File: src/rtl/muldiv_if.sv
// Operand/request and write-back bundle between the register file and muldiv_unit.
interface muldiv_if #(parameter int WIDTH = 32);
  logic             start;
  logic [2:0]       op;
  logic [WIDTH-1:0] rs1_data;
  logic [WIDTH-1:0] rs2_data;
  logic [4:0]       rd_in;
  logic             flush;
  logic             busy;
  logic             done;
  logic             wr_en;
  logic [4:0]       rd_out;
  logic [WIDTH-1:0] result;

  modport master (
    output start, op, rs1_data, rs2_data, rd_in, flush,
    input  busy, done, wr_en, rd_out, result
  );

  modport slave (
    input  start, op, rs1_data, rs2_data, rd_in, flush,
    output busy, done, wr_en, rd_out, result
  );
endinterface

File: src/rtl/muldiv.sv
// Iterative RV32M multiply/divide: 32 radix-2 steps on magnitudes, signs fixed up on entry to DONE.
// Divide-by-zero and signed overflow skip the iteration and finish one edge after acceptance.
module muldiv_unit #(
  parameter int WIDTH = 32
) (
  input  logic     clk,
  input  logic     rst,
  muldiv_if.slave  bus
);
  typedef enum logic [1:0] {IDLE, CALC, DONE} state_t;

  state_t           state;
  logic [4:0]       cnt;
  logic [2:0]       op_q;
  logic [4:0]       rd_q;
  logic             a_neg_q, b_neg_q;
  logic [WIDTH-1:0] b_mag_q;
  logic [WIDTH-1:0] acc_hi, acc_lo;

  logic             a_signed, b_signed, a_neg, b_neg;
  logic [WIDTH-1:0] a_mag, b_mag;
  logic             is_div, div_zero, ovf;
  logic [WIDTH-1:0] special_res;

  logic [WIDTH:0]   mul_sum, div_shift;
  logic             div_ge;
  logic [WIDTH-1:0] div_diff, nxt_hi, nxt_lo, quo, rem, fin;
  logic [2*WIDTH-1:0] prod;

  // Request decode on the live inputs, used only at the accepting edge
  always_comb begin
    a_signed = (bus.op == 3'd1) || (bus.op == 3'd2) || (bus.op == 3'd4) || (bus.op == 3'd6);
    b_signed = (bus.op == 3'd1) || (bus.op == 3'd4) || (bus.op == 3'd6);
    a_neg    = a_signed && bus.rs1_data[WIDTH-1];
    b_neg    = b_signed && bus.rs2_data[WIDTH-1];
    a_mag    = a_neg ? -bus.rs1_data : bus.rs1_data;
    b_mag    = b_neg ? -bus.rs2_data : bus.rs2_data;
    is_div   = bus.op[2];
    div_zero = (bus.rs2_data == '0);
    ovf      = ((bus.op == 3'd4) || (bus.op == 3'd6)) &&
               (bus.rs1_data == {1'b1, {(WIDTH-1){1'b0}}}) && (bus.rs2_data == '1);
    if (div_zero)
      special_res = bus.op[1] ? bus.rs1_data : '1;
    else
      special_res = bus.op[1] ? '0 : bus.rs1_data;
  end

  // One iteration: acc_lo holds multiplier / dividend-then-quotient, acc_hi the partial product / remainder
  always_comb begin
    mul_sum   = {1'b0, acc_hi} + (acc_lo[0] ? {1'b0, b_mag_q} : '0);
    div_shift = {acc_hi, acc_lo[WIDTH-1]};
    div_ge    = div_shift >= {1'b0, b_mag_q};
    div_diff  = div_shift[WIDTH-1:0] - b_mag_q;
    if (op_q[2]) begin
      nxt_hi = div_ge ? div_diff : div_shift[WIDTH-1:0];
      nxt_lo = {acc_lo[WIDTH-2:0], div_ge};
    end else begin
      nxt_hi = mul_sum[WIDTH:1];
      nxt_lo = {mul_sum[0], acc_lo[WIDTH-1:1]};
    end
    prod = {nxt_hi, nxt_lo};
    if (a_neg_q ^ b_neg_q)
      prod = -prod;
    quo = (a_neg_q ^ b_neg_q) ? -nxt_lo : nxt_lo;
    rem = a_neg_q ? -nxt_hi : nxt_hi;
    case (op_q)
      3'd0:                fin = prod[WIDTH-1:0];
      3'd1, 3'd2, 3'd3:    fin = prod[2*WIDTH-1:WIDTH];
      3'd4, 3'd5:          fin = quo;
      default:             fin = rem;
    endcase
  end

  always_ff @(posedge clk or posedge rst) begin
    if (rst) begin
      state      <= IDLE;
      cnt        <= '0;
      op_q       <= '0;
      rd_q       <= '0;
      a_neg_q    <= 1'b0;
      b_neg_q    <= 1'b0;
      b_mag_q    <= '0;
      acc_hi     <= '0;
      acc_lo     <= '0;
      bus.busy   <= 1'b0;
      bus.done   <= 1'b0;
      bus.wr_en  <= 1'b0;
      bus.rd_out <= '0;
      bus.result <= '0;
    end else begin
      bus.done  <= 1'b0;
      bus.wr_en <= 1'b0;
      case (state)
        IDLE: begin
          if (bus.start && !bus.flush) begin
            op_q     <= bus.op;
            rd_q     <= bus.rd_in;
            a_neg_q  <= a_neg;
            b_neg_q  <= b_neg;
            b_mag_q  <= b_mag;
            acc_hi   <= '0;
            acc_lo   <= a_mag;
            cnt      <= '0;
            bus.busy <= 1'b1;
            if (is_div && (div_zero || ovf)) begin
              state      <= DONE;
              bus.result <= special_res;
              bus.rd_out <= bus.rd_in;
              bus.done   <= 1'b1;
              bus.wr_en  <= (bus.rd_in != 5'd0);
            end else begin
              state <= CALC;
            end
          end
        end
        CALC: begin
          if (bus.flush) begin
            state    <= IDLE;
            bus.busy <= 1'b0;
          end else begin
            acc_hi <= nxt_hi;
            acc_lo <= nxt_lo;
            cnt    <= cnt + 5'd1;
            if (cnt == 5'(WIDTH-1)) begin
              state      <= DONE;
              bus.result <= fin;
              bus.rd_out <= rd_q;
              bus.done   <= 1'b1;
              bus.wr_en  <= (rd_q != 5'd0);
            end
          end
        end
        default: begin
          state    <= IDLE;
          bus.busy <= 1'b0;
        end
      endcase
    end
  end
endmodule

File: src/flat_wrapper.sv
// flat-port wrapper written by rule: the top's interface ports become plain ports
module muldiv_unit_flat 
#(
  parameter int WIDTH = 32
)
  (clk, rst, bus_start, bus_op, bus_rs1_data, bus_rs2_data, bus_rd_in, bus_flush, bus_busy, bus_done, bus_wr_en, bus_rd_out, bus_result);
  muldiv_if #(.WIDTH(WIDTH)) bus_i ();
  input  logic clk;
  input  logic rst;
  input wire logic [$bits(bus_i.start)-1:0] bus_start;
  input wire logic [$bits(bus_i.op)-1:0] bus_op;
  input wire logic [$bits(bus_i.rs1_data)-1:0] bus_rs1_data;
  input wire logic [$bits(bus_i.rs2_data)-1:0] bus_rs2_data;
  input wire logic [$bits(bus_i.rd_in)-1:0] bus_rd_in;
  input wire logic [$bits(bus_i.flush)-1:0] bus_flush;
  output wire logic [$bits(bus_i.busy)-1:0] bus_busy;
  output wire logic [$bits(bus_i.done)-1:0] bus_done;
  output wire logic [$bits(bus_i.wr_en)-1:0] bus_wr_en;
  output wire logic [$bits(bus_i.rd_out)-1:0] bus_rd_out;
  output wire logic [$bits(bus_i.result)-1:0] bus_result;
  assign bus_i.start = bus_start;
  assign bus_i.op = bus_op;
  assign bus_i.rs1_data = bus_rs1_data;
  assign bus_i.rs2_data = bus_rs2_data;
  assign bus_i.rd_in = bus_rd_in;
  assign bus_i.flush = bus_flush;
  assign bus_busy = bus_i.busy;
  assign bus_done = bus_i.done;
  assign bus_wr_en = bus_i.wr_en;
  assign bus_rd_out = bus_i.rd_out;
  assign bus_result = bus_i.result;
  muldiv_unit #(.WIDTH(WIDTH)) u_core (.clk(clk), .rst(rst), .bus(bus_i));
endmodule
File: config.mk
export PLATFORM = sky130hd
export DESIGN_NAME = muldiv_unit_flat
export DESIGN_NICKNAME = d
export VERILOG_FILES = /design/src/rtl/muldiv_if.sv /design/src/rtl/muldiv.sv /design/src/flat_wrapper.sv
export SDC_FILE = /design/constraint.sdc
export NUM_CORES = 1
export LEC_CHECK = 0
export BUFFER_PORTS_ARGS = -buffer_cell sky130_fd_sc_hd__buf_2
export CORE_ASPECT_RATIO = 0.6
export CORE_MARGIN = 4
export CORE_UTILIZATION = 50
export CTS_CLUSTER_DIAMETER = 60
export CTS_CLUSTER_SIZE = 25
export DETAILED_ROUTE_END_ITERATION = 12
export PLACE_DENSITY = 0.67
export SETUP_SLACK_MARGIN = 0.02
export SKIP_CTS_REPAIR_TIMING = 1
export SYNTH_ARGS = -nofsm -noshare
export SYNTH_HDL_FRONTEND = slang
export SYNTH_SLANG_ARGS = --single-unit
File: constraint.sdc
create_clock -name clk -period 7.98 [get_ports clk]
set_input_delay 0.399 -clock clk [delete_from_list [all_inputs] [get_ports clk]]
set_output_delay 0.399 -clock clk [all_outputs]
set_load 0.01 [all_outputs]
==> results.py, run 1 <==
metrics = {
    "grt": {
        "antenna_found_initial": 1,
        "grt_max_degree": 102,
        "grt_pass1_vias": 15600,
        "grt-ovfl-total": 0,
        "gr-usage-met1_pct": 57.6,
        "use_met2_pct": 44.8,
        "grt_pass1_wl_um": 99700,
        "gr-usage-met3_pct": 21.1,
        "busiest_layer": "met1",
        "grt_usage_pct": 37.6,
    },
    "clock_tree": {
        "cts_tree": "done",
        "cts-buffers-inserted": 17,
        "clkSlewWorstSetupHoldPaths_ns": 0.08,
        "clock_path_buffers": 2,
        "clock_sinks": 153,
        "cts_max_level": 4,
        "clk_latency_ns": 0.48,
        "clock-root-buffer": "clkbuf_16",
    },
    "synth": {
        "ys_warn_count": 0,
        "synthesis.area_um2": 15700,
        "synth_cell_type_count": 105,
        "syn_area_per_cell_um2": 7.48,
        "synthCells": 2099,
        "synth_top_area_cell": "dfrtp_1",
        "syn_nets": 2248,
        "ys_seq_elements": 153,
        "synthFlopType": "dfrtp_1",
        "synthArstFlopShare_pct": 100,
        "synth_edf_count": 0,
        "ys_seq_area_share_pct": 24.4,
        "synth.top_cell.area_share_pct": 24.4,
        "synth.area.top_cells": "dfrtp_1, o21ai_0, a21oi_1",
    },
    "floorplan": {
        "die_area_um2": 34400,
        "coreArea_um2": 30400,
        "initial_core_util_pct": 51.6,
        "ios": 116,
        "die_h_um": 145,
        "fp.dieW_um": 237,
        "rows": 49,
    },
    "timing": {
        "fin_skew_ns": 0.0142,
        "rsz0062_at_grt": "false",
        "relSlewSlack_pct": 5.09,
        "fin_crit_sh_pct": 90.9,
        "finalSetupViolations": 0,
        "max_freq_mhz": 138,
        "setup_tns_ns": 0,
        "tightest_slew_ns": 1.42,
        "period_minus_slack_ns": 7.25,
        "slew_violations": 0,
        "hold_viol": 0,
    },
    "placed_design": {
        "gp_congestion": 1.02,
        "place_area_um2": 16500,
        "port_buffers": 115,
        "hpwl_um": 52100,
    },
    "critical_path": {
        "path_max_fanout": 16,
        "crit_required_ns": 8.29,
        "critical-path-slowest-cell": "o21ai_0",
        "crit_chain": "ha_1 > a21oi_1 > o21ai_0 > a221oi_1 > nand2_1 > o31a_1 > inv_1 > ha_1 > and4b_1 > nand2_1 > nor4_2 > nand2_1 > nor2_1 > a21oi_1 > xor2_1 > nor2_1 > o21ai_0 > a31oi_1",
        "cpPeakStageDelay_ns": 0.80,
        "path_class": "reg -> reg",
        "crit_path_end_kind": "register",
        "worstPathArrival_ns": 7.56,
        "start_kind": "register",
        "crit_family": "compound AO/OA/AOI/OAI gates",
        "cp_common_cell": "nand2_1",
        "worst-path-buf-inv": 1,
    },
    "hold_path": {
        "min_path_type": "in -> async",
    },
    "pwr": {
        "vdd_drop_max_mv": 0.194,
        "power.density_nw_per_um2": 386,
        "static-leakage-power_nw": 7.37,
    },
    "route": {
        "vias": 17200,
        "drc_errors": 0,
        "drt_iter0_markers": 2374,
        "viasPerCell": 6.70,
        "wl_per_cell_um": 26.1,
        "dr.pass1.iters": 5,
        "drt-total-wl_um": 66900,
        "ant_nets": 0,
    },
    "final_layout": {
        "area_growth_pct": 9.13,
        "final_common_cell": "nand2_1",
        "drive_above_1_share_pct": 11.4,
        "diodes": 0,
        "register_area_um2": 3830,
        "nets": 2292,
        "fin_util_pct": 56.3,
        "fillCellCount": 2938,
        "final_cell_mix": "nand2_1, o21ai_0, a21oi_1",
        "fin_area_um2": 17100,
        "multi_input_area_um2": 11100,
    },
    "job": {
        "cap_violations": 0,
    },
    "status": {
        "outcome": "finished, final reports clean",
    },
}
==> path summary, 6_finish.rpt <==
path,start,to,slack (ns),cells past startpoint
hold / removal,rst,u_core.b_mag_q[25],0.06,2
hold reg to reg,u_core.bus.result[5],u_core.bus.result[5],0.50,2
max in group asynchronous,rst,u_core.op_q[2],6.27,3
setup / recovery,u_core.acc_hi[23],u_core.bus.result[4],0.73,18
setup reg to reg,u_core.acc_hi[23],u_core.bus.result[4],0.73,18
min in group clk,bus_rd_in[4],u_core.rd_q[4],0.15,3
==> registers in the layout, indices dropped and copies added, names as in the netlist <==
register and flops:
u_core.bus.done 1, u_core.bus.rd_out 5, u_core.b_neg_q 1, u_core.rd_q 5, u_core.bus.busy 1, u_core.cnt 5, u_core.acc_hi 32, u_core.bus.wr_en 1
u_core.bus.result 32, u_core.op_q 3, u_core.state 2, u_core.b_mag_q 32, u_core.a_neg_q 1, u_core.acc_lo 32
==> Yosys cell counts (46+ instances only) <==
cell type / n
nand2_1: 247
o21ai_0: 214
a21oi_1: 187
nor2_1: 169
dfrtp_1: 153
xor2_1: 90
clkbuf_1: 88
inv_1: 78
xnor2_1: 78
nand3_1: 74
ha_1: 71
nor3_1: 59
and2_1: 46
==> final cells by class <==
| class | count | area share, % |
|---|---|---|
| timing repair buffer | 148 | 4.81 |
| sequential | 153 | 22.4 |
| clock buffer | 17 | 2.48 |
| tap | 408 | 2.98 |
| clock inverter | 15 | 0.898 |
| inverter | 79 | 1.79 |
| multi-input combinational | 1744 | 64.7 |
==> metal layers <==
metal,part of all wire [%],up-vias
li1,-,7738
met1,46,8329
met2,36,1054
met3,17,70
met4,1.4,0
met5,0,-
==> cell families after synthesis <==
logic type,count (synthesis),share of synthesized area [%]
AOI/OAI and AO/OA,691,28.1
DFF,153,24.4
muxes,46,3.00
xor gates and xnor gates,168,9.37
adders and majority gates,79,6.30
and+or+nand+nor,760,23.6
buffers and inverters,202,5.29
==> report_power, final <==
part	switching, mW	leakage (nW)	internal [mW]
registers	0.272	1.94	0.962
logic	3.03	5.15	1.51
clock network	0.430	0.277	0.417
total	3.73	7.37	2.89
==> per-stage QoR <==
step / power, mW / cells / hold slack, ns / worst slack (ns)
after global routing: 6.98 / 2564 / 0.137 / 0.486
after global placement: 5.55 / 2532 / 0.473 / 1.01
after floorplan: 4.23 / 2099 / 0.449 / 3.22
after CTS: 6.41 / 2564 / 0.113 / 0.799
after detailed placement: 5.55 / 2532 / 0.475 / 0.815
final: 6.62 / 2564 / 0.0609 / 0.730
==> worst register-to-register path: stages (launching register included) <==
cell	delay (ns)
dfrtp_1	0.44
ha_1	0.47
a21oi_1	0.26
o21ai_0	0.20
a221oi_1	0.74
nand2_1	0.79
o31a_1	0.60
inv_1	0.17
ha_1	0.25
and4b_1	0.27
nand2_1	0.18
nor4_2	0.60
nand2_1	0.41
nor2_1	0.39
a21oi_1	0.13
xor2_1	0.16
nor2_1	0.06
o21ai_0	0.80
a31oi_1	0.18
Power figures use the tool's default switching activity.
==> run 2: changes to the inputs <==
--- a/config.mk
+++ b/config.mk
@@ -8,11 +8,12 @@
 export BUFFER_PORTS_ARGS = -buffer_cell sky130_fd_sc_hd__buf_2
 export CORE_ASPECT_RATIO = 0.6
 export CORE_MARGIN = 4
-export CORE_UTILIZATION = 50
+export CORE_UTILIZATION = 55
 export CTS_CLUSTER_DIAMETER = 60
 export CTS_CLUSTER_SIZE = 25
 export DETAILED_ROUTE_END_ITERATION = 12
-export PLACE_DENSITY = 0.67
+export GPL_TIMING_DRIVEN = 0
+export PLACE_DENSITY = 0.73
 export SETUP_SLACK_MARGIN = 0.02
 export SKIP_CTS_REPAIR_TIMING = 1
 export SYNTH_ARGS = -nofsm -noshare
==> constraint.sdc (replaced) <==
create_clock -name clk -period 7.98 [get_ports clk]
set_input_delay 1.197 -clock clk [delete_from_list [all_inputs] [get_ports clk]]
set_output_delay 1.197 -clock clk [all_outputs]
set_load 0.01 [all_outputs]
==> run 2 against run 1 <==
Combinational power up 4%. Setup slack got worse by 0.72 ns. Critical path type unchanged. Utilization increased by 6.1 points. Critical path depth up 3. Non-clock buffer count rose by 91. Critical endpoint unchanged. Flip-flop and latch count unchanged. Clock power is 0.9% lower.
==> results.py, run 2 (same netlist as run 1, synthesis figures left out) <==
metrics = {
    "status": {
        "outcome": "finished, final reports clean",
    },
    "critical_path": {
        "path_class": "reg -> reg",
        "crit_start": "u_core.b_mag_q[22]",
        "r2r_cells": 21,
        "cpPeakStageDelay_ns": 1.04,
        "crit_path_end_kind": "register",
        "critical-path-slowest-cell": "o21ai_0",
        "start_kind": "register",
        "path_max_fanout": 10,
        "reg2reg_to": "u_core.bus.result[4]",
        "crit_chain": "inv_1 > ha_1 > clkbuf_1 > a21oi_1 > o21ai_0 > a221oi_1 > nand2_1 > clkbuf_1 > o31a_1 > inv_1 > ha_1 > and4b_1 > nand2_1 > nor4_2 > nand2_1 > nor2_1 > a21oi_1 > xor2_1 > nor2_1 > o21ai_0 > a31oi_1",
        "worstSetupEndpoint": "u_core.bus.result[4]",
        "crit_required_ns": 8.28,
        "r2r_setup_slack_ns": 0.01,
        "cp_common_cell": "nand2_1",
        "reg2reg_from": "u_core.b_mag_q[22]",
        "worstPathArrival_ns": 8.27,
    },
    "grt": {
        "grt_max_degree": 100,
        "grt_pass1_vias": 17000,
        "grt_usage_pct": 45.6,
        "grt-ovfl-total": 0,
        "antenna_found_initial": 0,
        "grt_pass1_wl_um": 108000,
    },
    "route": {
        "drt-total-wl_um": 74000,
        "wl_per_cell_um": 28.3,
        "vias": 18700,
        "drc_errors": 0,
        "drt_iter0_markers": 3269,
        "viasPerCell": 7.16,
        "dr.pass1.iters": 7,
        "ant_nets": 0,
    },
    "timing": {
        "relSlewSlack_pct": 5.91,
        "fin_crit_sh_pct": 99.9,
        "rsz0062_at_grt": "false",
        "finalSetupViolations": 0,
        "setup_tns_ns": 0,
        "slew_violations": 0,
        "tightest_slew_ns": 1.40,
        "hold_viol": 0,
        "fin_skew_ns": 0.0140,
        "max_freq_mhz": 125,
        "period_minus_slack_ns": 7.97,
    },
    "pwr": {
        "power.density_nw_per_um2": 393,
        "vdd_drop_max_mv": 0.212,
        "static-leakage-power_nw": 7.44,
    },
    "floorplan": {
        "fp.dieW_um": 226,
        "initial_core_util_pct": 56.4,
        "die_area_um2": 31400,
        "die_h_um": 139,
        "coreArea_um2": 27800,
        "ios": 116,
        "rows": 47,
    },
    "clock_tree": {
        "cts_max_level": 4,
        "cts_tree": "done",
        "clock-root-buffer": "clkbuf_16",
        "clk_latency_ns": 0.47,
        "cts-buffers-inserted": 17,
        "clock_sinks": 153,
        "clkSlewWorstSetupHoldPaths_ns": 0.08,
        "clock_path_buffers": 2,
    },
    "placed_design": {
        "placed_cells": 2582,
        "hpwl_um": 60100,
        "gp_congestion": 1.07,
        "port_buffers": 115,
    },
    "final_layout": {
        "stdcell_count": 2617,
        "area_growth_pct": 10.6,
        "drive_above_1_share_pct": 10.2,
        "fillCellCount": 2504,
        "final_common_cell": "nand2_1",
        "nets": 2383,
        "final_cell_mix": "nand2_1, o21ai_0, a21oi_1",
    },
    "job": {
        "cap_violations": 0,
    },
    "hold_path": {
        "min_path_type": "reg -> reg",
    },
}
-- run 2: cell count changes in the layout (fill, tap and decap cells not counted), sizes merged --
cell      change
clkinvlp      -2
buf           +3
inv           +1
diode         +3
clkbuf       +89
-- run 2: worst max-delay path, delay by kind of cell (launching register included) --
family	cells	cell delay (ns)
AO/OA/AOI/OAI	7	3.08
XOR/XNOR	1	0.16
adder cells (fa/ha/maj)	2	0.58
buffers and inverters	4	0.97
flip-flops	1	0.47
AND/OR/NAND/NOR	7	2.53
-- run 2: stage by stage --
stage	worst slack (ns)	utilization, %	instance area, µm²	total power [mW]	hold slack, ns
after floorplan	2.66	-	15700	4.23	0.449
after global placement	0.340	60.2	16700	5.57	0.480
after detailed placement	0.428	60.3	16800	5.65	0.470
after CTS	0.403	62.4	17300	6.49	0.486
after global routing	0.110	62.4	17400	7.07	0.524
final	0.0106	62.4	17400	6.81	0.491
-- run 2: layer usage --
layer	vias up	routed length (µm)	part of all wire, %	GRT usage (%)
met4	3	1520	2.1	9.57
met5	-	34	0.046	0
li1	7921	-	-	-
met1	9050	30600	41	66.9
met2	1606	25700	35	53.0
met3	154	16100	22	32.1
-- run 2: how the worst min path moves through the flow --
stage | from | to | slack (ns) | depth (start not counted)
2_1_floorplan | u_core.cnt[3] | u_core.cnt[3] | 0.45 | 1
3_3_place_gp | u_core.bus.result[5] | u_core.bus.result[5] | 0.48 | 2
3_5_place_dp | u_core.bus.result[5] | u_core.bus.result[5] | 0.47 | 2
4_1_cts | u_core.bus.result[5] | u_core.bus.result[5] | 0.49 | 2
5_1_grt | u_core.bus.result[5] | u_core.bus.result[5] | 0.52 | 2
6_report | u_core.bus.result[5] | u_core.bus.result[5] | 0.49 | 2
-- run 2: final cells by class --
cell class	count	area, µm²	share of cell area (%)
antenna	3	7.51	0.0432
buffer	123	529	3.05
clock buffer	18	429	2.47
clock inverter	14	149	0.858
inverter	79	307	1.77
multi-input combinational	1744	11000	63.6
sequential	153	3830	22.1
tap	367	459	2.65
timing repair buffer	116	603	3.47
-- run 2: report_power, final --
group | switching, mW | internal (mW) | total, mW
Sequential | 0.302 | 0.961 | 1.26
Combinational | 3.20 | 1.51 | 4.71
Clock | 0.421 | 0.418 | 0.839
Total | 3.93 | 2.89 | 6.81
